==> config.mk <==
export PLATFORM = sky130hd
export DESIGN_NAME = rt_ibex_window_ctrl
export DESIGN_NICKNAME = d
export VERILOG_FILES = /design/src/rtl/rt_ibex_window_ctrl.sv
export SDC_FILE = /design/constraint.sdc
export NUM_CORES = 1
export LEC_CHECK = 0
export CORE_MARGIN = 2
export CORE_UTILIZATION = 35
export CTS_BUF_LIST = sky130_fd_sc_hd__clkbuf_8 sky130_fd_sc_hd__clkbuf_16
export DETAILED_ROUTE_END_ITERATION = 10
export PLACE_DENSITY = 0.77
export SETUP_SLACK_MARGIN = 0.02
export SLEW_MARGIN = 20
export SYNTH_ARGS = -nofsm -noshare
export SYNTH_HDL_FRONTEND = slang
export SYNTH_SLANG_ARGS = --single-unit
==> constraint.sdc <==
create_clock -name clk_i -period 3.5 [get_ports clk_i]
set_clock_uncertainty 0.1 [all_clocks]
set_input_delay 0.875 -clock clk_i [delete_from_list [all_inputs] [get_ports clk_i]]
set_output_delay 0.875 -clock clk_i [all_outputs]
set_load 0.1 [all_outputs]
==> src/rtl/rt_ibex_window_ctrl.sv <==
// ============================================================================
// Module   : rt_ibex_window_ctrl
// Brief    : Interrupt-nesting sequencer for a windowed register file. It banks
//            and restores mcause/mepc and tracks which nesting levels own a window.
// Revision : 1.0 - initial release
// ============================================================================
`default_nettype none

module rt_ibex_window_ctrl #(
    parameter int MaxNest            = 8,
    parameter int NumRegisterWindows = 4,
    localparam int DW                = $clog2(MaxNest + 1)
) (
    input  logic          clk_i,
    input  logic          rst_ni,
    input  logic          irq_enter_req_i,
    output logic          irq_enter_ack_o,
    input  logic          mret_req_i,
    output logic          mret_ack_o,
    input  logic [31:0]   csr_mcause_i,
    input  logic [31:0]   csr_mepc_i,
    input  logic          rf_window_full_i,
    output logic          rf_increment_ptr_o,
    output logic          rf_decrement_ptr_o,
    output logic          rf_save_csr_o,
    output logic [31:0]   rf_mcause_o,
    output logic [31:0]   rf_mepc_o,
    input  logic [31:0]   rf_mcause_i,
    input  logic [31:0]   rf_mepc_i,
    output logic          csr_restore_o,
    output logic [31:0]   csr_mcause_o,
    output logic [31:0]   csr_mepc_o,
    output logic [DW-1:0] nest_depth_o,
    output logic          windowed_o,
    output logic          overflow_o,
    output logic          underflow_o
);

    typedef enum logic [2:0] {
        IDLE    = 3'd0,
        SAVE    = 3'd1,
        ADV     = 3'd2,
        RET     = 3'd3,
        RESTORE = 3'd4,
        ACK     = 3'd5
    } state_e;

    localparam logic [DW-1:0] C_MAX_DEPTH = DW'(MaxNest);

    state_e             state_q, state_d;
    logic [DW-1:0]      depth_q, depth_d;
    logic [MaxNest-1:0] stack_q, stack_d;
    logic [31:0]        mcause_q, mcause_d;
    logic [31:0]        mepc_q, mepc_d;
    logic               save_q, save_d;
    logic               inc_q, inc_d;
    logic               dec_q, dec_d;
    logic               restore_q, restore_d;
    logic               irq_ack_q, irq_ack_d;
    logic               mret_ack_q, mret_ack_d;
    logic               ovf_q, ovf_d;
    logic               unf_q, unf_d;
    logic               w_top;

    // Window-ownership bit of the innermost active level.
    always_comb begin
        w_top = 1'b0;
        for (int i = 0; i < MaxNest; i++) begin
            if (depth_q != '0 && i == int'(depth_q) - 1) begin
                w_top = stack_q[i];
            end
        end
    end

    always_comb begin
        state_d    = state_q;
        depth_d    = depth_q;
        stack_d    = stack_q;
        mcause_d   = mcause_q;
        mepc_d     = mepc_q;
        ovf_d      = ovf_q;
        unf_d      = unf_q;
        save_d     = 1'b0;
        inc_d      = 1'b0;
        dec_d      = 1'b0;
        restore_d  = 1'b0;
        irq_ack_d  = 1'b0;
        mret_ack_d = 1'b0;
        unique case (state_q)
            IDLE: begin
                if (irq_enter_req_i) begin
                    if (depth_q == C_MAX_DEPTH) begin
                        ovf_d     = 1'b1;
                        irq_ack_d = 1'b1;
                        state_d   = ACK;
                    end else if (!rf_window_full_i) begin
                        mcause_d = csr_mcause_i;
                        mepc_d   = csr_mepc_i;
                        save_d   = 1'b1;
                        state_d  = SAVE;
                    end else begin
                        for (int i = 0; i < MaxNest; i++) begin
                            if (i == int'(depth_q)) stack_d[i] = 1'b0;
                        end
                        depth_d   = depth_q + 1'b1;
                        irq_ack_d = 1'b1;
                        state_d   = ACK;
                    end
                end else if (mret_req_i) begin
                    if (depth_q == '0) begin
                        unf_d      = 1'b1;
                        mret_ack_d = 1'b1;
                        state_d    = ACK;
                    end else if (w_top) begin
                        dec_d   = 1'b1;
                        state_d = RET;
                    end else begin
                        for (int i = 0; i < MaxNest; i++) begin
                            if (i == int'(depth_q) - 1) stack_d[i] = 1'b0;
                        end
                        depth_d    = depth_q - 1'b1;
                        mret_ack_d = 1'b1;
                        state_d    = ACK;
                    end
                end
            end
            SAVE: begin
                inc_d     = 1'b1;
                irq_ack_d = 1'b1;
                state_d   = ADV;
            end
            ADV: begin
                for (int i = 0; i < MaxNest; i++) begin
                    if (i == int'(depth_q)) stack_d[i] = 1'b1;
                end
                depth_d = depth_q + 1'b1;
                state_d = IDLE;
            end
            RET: begin
                restore_d  = 1'b1;
                mret_ack_d = 1'b1;
                state_d    = RESTORE;
            end
            RESTORE: begin
                for (int i = 0; i < MaxNest; i++) begin
                    if (i == int'(depth_q) - 1) stack_d[i] = 1'b0;
                end
                depth_d = depth_q - 1'b1;
                state_d = IDLE;
            end
            ACK:     state_d = IDLE;
            default: state_d = IDLE;
        endcase
    end

    always_ff @(posedge clk_i or negedge rst_ni) begin
        if (!rst_ni) begin
            state_q    <= IDLE;
            depth_q    <= '0;
            stack_q    <= '0;
            mcause_q   <= '0;
            mepc_q     <= '0;
            save_q     <= 1'b0;
            inc_q      <= 1'b0;
            dec_q      <= 1'b0;
            restore_q  <= 1'b0;
            irq_ack_q  <= 1'b0;
            mret_ack_q <= 1'b0;
            ovf_q      <= 1'b0;
            unf_q      <= 1'b0;
        end else begin
            state_q    <= state_d;
            depth_q    <= depth_d;
            stack_q    <= stack_d;
            mcause_q   <= mcause_d;
            mepc_q     <= mepc_d;
            save_q     <= save_d;
            inc_q      <= inc_d;
            dec_q      <= dec_d;
            restore_q  <= restore_d;
            irq_ack_q  <= irq_ack_d;
            mret_ack_q <= mret_ack_d;
            ovf_q      <= ovf_d;
            unf_q      <= unf_d;
        end
    end

    assign irq_enter_ack_o    = irq_ack_q;
    assign mret_ack_o         = mret_ack_q;
    assign rf_save_csr_o      = save_q;
    assign rf_increment_ptr_o = inc_q;
    assign rf_decrement_ptr_o = dec_q;
    assign rf_mcause_o        = mcause_q;
    assign rf_mepc_o          = mepc_q;
    // Banked values are read live: the pointer has already retreated in RET.
    assign csr_restore_o      = restore_q;
    assign csr_mcause_o       = restore_q ? rf_mcause_i : 32'h0;
    assign csr_mepc_o         = restore_q ? rf_mepc_i : 32'h0;
    assign nest_depth_o       = depth_q;
    assign windowed_o         = w_top;
    assign overflow_o         = ovf_q;
    assign underflow_o        = unf_q;

    a_window_budget: assert property (@(posedge clk_i) disable iff (!rst_ni)
        $countones(stack_q) <= NumRegisterWindows - 1);
    a_pulse_exclusive: assert property (@(posedge clk_i) disable iff (!rst_ni)
        $onehot0({inc_q, dec_q, save_q}));

endmodule

`default_nettype wire

==> metrics, run 1 <==
# diodes 0; critical-path cell list clkinvlp_4, ha_4, buf_6, and3b_2, a22o_1, a32o_2, o21ai_2, mux2_4, buf_12; Crit-path slowest cell dfrtp_4; die area around 0.013 mm2; Die Ht 116 um; Worst-Skew Late Latency 0.34 ns; sequential area share after synthesis between 40 and 50%; Hold Buf Count CTS 0; fraction of layout cells with a size suffix above 1 around 41%; global-route wire length before repair 22500 um; Crit path largest cell delay about 0.43 ns; synth top area cells dfrtp_1 (50%), mux2_2 (17%), and2_1 (9.5%); Synth warnings 0; port bufs ~270; Critical Path Fanout Max 6; DRC 0; Synth Register Bits 87; Hold Slack about 0.38 ns; RSZ-0062 raised after global routing true; Pins Over Slew Limit 0; Slew Limit Headroom roughly half; CTS tree yes; post-synthesis area per instance ~12 um2; initial antenna violation count 0; Post-DP HPWL about 12000 um; maxcap violations 0; crit start category flop; DR vias around 4000; CTS buffer count 9; drt wl/cell around 18 um; CTS HTree Levels 3; final non-filler cell area around 0.008 mm2; hold crit path type reg -> reg; ys async rst share 100%; critical path capture point type output port; slew at the pin closest to its max-slew limit slightly below 0.8 ns; clk buf depth 2; total gr overflow 0; final setup fails 0; drt first pass iters 4; Die X 116 um; WS Path Type reg -> out; Nets 803; Total Routing Usage GR approximately 22%; Top delay family on crit path compound AO/OA/AOI/OAI gates; Mapped Cells 378; total wire length 15200 um; drt first-iter violations ~210; commonest non-fill, non-tap cells in the layout clkdlybuf4s50_1 (131), buf_4 (101), dfrtp_1 (85); Required @ worst endpoint about 2.5 ns; Mapped Nets 517; Sum Neg Setup Slack 0 ns; worst r2r path cells 11; Hold Crit Depth 1; Reg clk slew, reported paths approximately 0.06 ns; core area roughly 0.012 mm2; Syn-to-layout area delta 87.4%; share of the synthesized area in the top cell type about half; # rows 40; Primary FF master, synth dfrtp_1; Post-synth EDFFs 0; gpl congestion 0.907; root buffer cell clkbuf_16; vias in the first global route 4070; vias per cell around 4.8; mapped cell area around 0.0044 mm2; met1 Track Usage GR 26.0%; CP arrival roughly 2.5 ns; post-synthesis cell type count 53; commonest non-fill, non-tap cell in the layout clkdlybuf4s50_1; leading area contributor after synthesis dfrtp_1; IO Pins roughly 270; CTS Sinks between 80 and 90; final period utilization 99.3%; busiest grt layer met2; Tmin final roughly 3.5 ns; Detail Route Antenna Nets 0; CP Depth 9; final core utilization approximately 68%; met3 GRT Util 5.02%; fmax 288 MHz; Fin. Hold Viols 0; status completed; routing usage on met2 roughly two fifths; Buf/Inv on CP 3; initial core utilization a little over a third; dpl cell area 0.00772 mm2; pin count of the biggest net entering global routing 66
## area by class of cell
type                            count  area (um2)
Sequential cell                    87        2180
Multi-Input combinational cell    252        2040
Timing Repair Buffer              299        3400
Clock inverter                      6        42.5
Fill cell                         927        3940
Tap cell                          168         210
Clock buffer                       10         239
Inverter                           15        60.1
## final timing paths
kind                            slack [ns]             from         endpoint
worst max-delay path                  0.02  nest_depth_o[1]       windowed_o
worst min register to register        0.38       overflow_o       overflow_o
worst min-delay path                  0.38       overflow_o       overflow_o
min in group asynchronous             0.52           rst_ni  rf_mcause_o[14]
max in group asynchronous             2.07           rst_ni       stack_q[6]
worst max register to register        0.75  nest_depth_o[1]       stack_q[0]
## sequential cells by signal (all words and copies together), names as in the netlist, 3 cells and up
signal and cells:
state_q 3, rf_mcause_o 32, stack_q 8, rf_mepc_o 32
nest_depth_o 4
## metrics by stage
stage                     std cells  setup slack, ns
after floorplan                 378           0.0726
after global placement          804            0.148
after detailed placement        804           0.0367
after CTS                       828           0.0236
after global routing            837          -0.0517
final                           837           0.0241
## cells in the mapped netlist, types with 5 or more instances
master    number
nor2_1        10
buf_2          8
nand2_1       14
a21oi_1       18
and2_1        66
inv_1         14
dfrtp_1       87
a31oi_1        7
clkbuf_1      10
nor2b_1        5
ha_1           6
mux2_2        65
mux2i_1       10
## layer usage
| metal | share of wire (%) | vias to the layer above |
|---|---|---|
| met5 | 0 | - |
| li1 | - | 1876 |
| met4 | 3.1 | 0 |
| met2 | 53 | 161 |
| met3 | 5.8 | 27 |
| met1 | 38 | 1935 |
## cells by family (layout without fill, tap and decap cells)
logic type	count (synthesis)	count (layout)	synth area share, %
AO/OA/AOI/OAI	54	54	9.12
XOR/XNOR	5	5	1.00
adder cells (fa/ha/maj)	6	6	1.72
buffers and inverters	39	330	4.36
flip-flops	87	87	49.9
multiplexers	76	76	19.4
AND/OR/NAND/NOR	111	111	14.5
## what timing repair did
action | CTS | global route
gates resized for setup | 8 | 4
setup buffers | 8 | 9
setup endpoints to repair | 1 | 1
pin swaps | 1 | 4
Power of run 1 is left out: the tool's default activity adds up to more than one toggle a clock period on the data nets, which glitch-free logic cannot reach.
==> inputs of run 2 (changes only) <==
REMOVE_ABC_BUFFERS = 1   (was unset)
==> run 2 against run 1 <==
Compared with the run above: global-route usage down 0.87 points; non-clock buffer count down 14; wire length shrank 4.2%; critical path depth fell by 1; cell area shrank 0.96%.
==> metrics, run 2 (synthesized netlist as in run 1, its figures left out) <==
status completed; Nets between 700 and 800; Total Routing Usage GR 21.1%; pin count of the biggest net entering global routing ~90; final setup fails 0; core area ~0.012 mm2; vias in the first global route around 3900; Worst-Skew Late Latency roughly 0.33 ns; die area between 0.01 and 0.015 mm2; dpl cell area about 0.0077 mm2; slew at the pin closest to its max-slew limit around 0.79 ns; DRC 0; met2 WL post-DR roughly 7700 um; Critical Path Fanout Max 8; Slew Limit Headroom roughly 47%; CP arrival 2.40 ns; drt wl/cell around 18 um; Required @ worst endpoint roughly 2.5 ns; WL met3 roughly 1100 um; Die X 116 um; top layer in use met4; setup ws final roughly 0.12 ns; global-route wire length before repair approximately 22000 um; final period utilization a little over nine tenths; Worst Setup SP nest_depth_o[0]; Syn-to-layout area delta 85.6%; IO Pins about 270; total wire length 14500 um; initial antenna violation count 1; FF-to-FF Start nest_depth_o[1]; Fin. Hold Viols 0; fraction of layout cells with a size suffix above 1 roughly two fifths; maxcap violations 0; RSZ-0062 raised after global routing false; drt first pass iters 4; commonest non-fill, non-tap cell in the layout clkdlybuf4s50_1; total gr overflow 0; crit start category flop; filler cell count between 900 and 1000; DRT met1 WL around 5400 um; final non-filler cell area approximately 0.008 mm2; CTS Sinks 87; # rows 40; commonest non-fill, non-tap cells in the layout clkdlybuf4s50_1 (131), dfrtp_1 (87), buf_4 (86); CTS tree yes; root buffer cell clkbuf_16; drt first-iter violations slightly below 200; CTS buffer count 9; CTS HTree Levels 3; DR vias approximately 4000; Reg clk slew, reported paths ~0.06 ns; gpl congestion 0.874; Detail Route Antenna Nets 0; hold crit path type reg -> reg; critical path capture point type output port; WS Path Type reg -> out; clk buf depth 2; vias per cell between 4 and 5; fmax roughly 300 MHz; Pins Over Slew Limit 0; pre-CTS setup slack 0.206 ns; Post-DP HPWL 11700 um; port bufs between 200 and 300; Tmin final roughly 3.4 ns; min-delay src overflow_o; initial core utilization approximately 36%; Die Ht about 120 um
run 2: changes by cell type in the layout (fill, tap and decap cells not counted), moves of 2 or more:
cell / delta
dfrtp_4: -2
ha_2: -2
dfrtp_1: +2
clkinvlp_4: -3
buf_4: -15
run 2: final cells by class:
cell class	instances	area (um2)	share of cell area [%]
Timing Repair Buffer	285	3310	40.9
Sequential cell	87	2180	26.9
Multi-Input combinational cell	252	2030	25.1
Clock buffer	11	253	3.12
Tap cell	168	210	2.60
Inverter	15	58.8	0.726
Clock inverter	5	56.3	0.695
Antenna cell	1	2.50	0.0309
run 2: worst paths after layout:
path | to | slack (ns) | cells after the start
min reg2reg | overflow_o | 0.38 | 1
max | windowed_o | 0.12 | 8
min | overflow_o | 0.38 | 1
max reg2reg | stack_q[5] | 0.93 | 10
max in group asynchronous | rf_increment_ptr_o | 2.26 | 1
min in group asynchronous | underflow_o | 0.47 | 1
run 2: critical path, cell delays in order (launching register included):
cell and delay, ns:
dfrtp_1 0.39, inv_2 0.12, ha_4 0.20, mux2_2 0.33, a222oi_1 0.22, a32o_2 0.24
o21ai_1 0.07, mux2_4 0.32, buf_12 0.18
run 2: layer usage:
| layer | up-vias | GRT usage [%] |
|---|---|---|
| met5 | - | 0 |
| met4 | 0 | 7.14 |
| met1 | 1875 | 24.0 |
| met2 | 163 | 38.2 |
| met3 | 23 | 5.70 |
| li1 | 1853 | - |
run 2: per-stage QoR:
stage               hold WS, ns  util, %  cells  setup TNS, ns
finish                    0.376     66.9    824              0
detailed placement        0.365     63.9    805              0
global route              0.414     66.9    824              0
CTS                       0.381     66.6    822              0
floorplan                 0.401        -    354        -237.97
global placement          0.367     63.9    805              0
run 2: what timing repair did:
item,in CTS,in global routing
pin swaps,1,2
setup buffers,1,1
hold endpoints to repair,0,0
resized for setup,3,5
endpoints found under the setup margin,1,1
hold buffers,0,0
Power of run 2 is left out for the same reason.
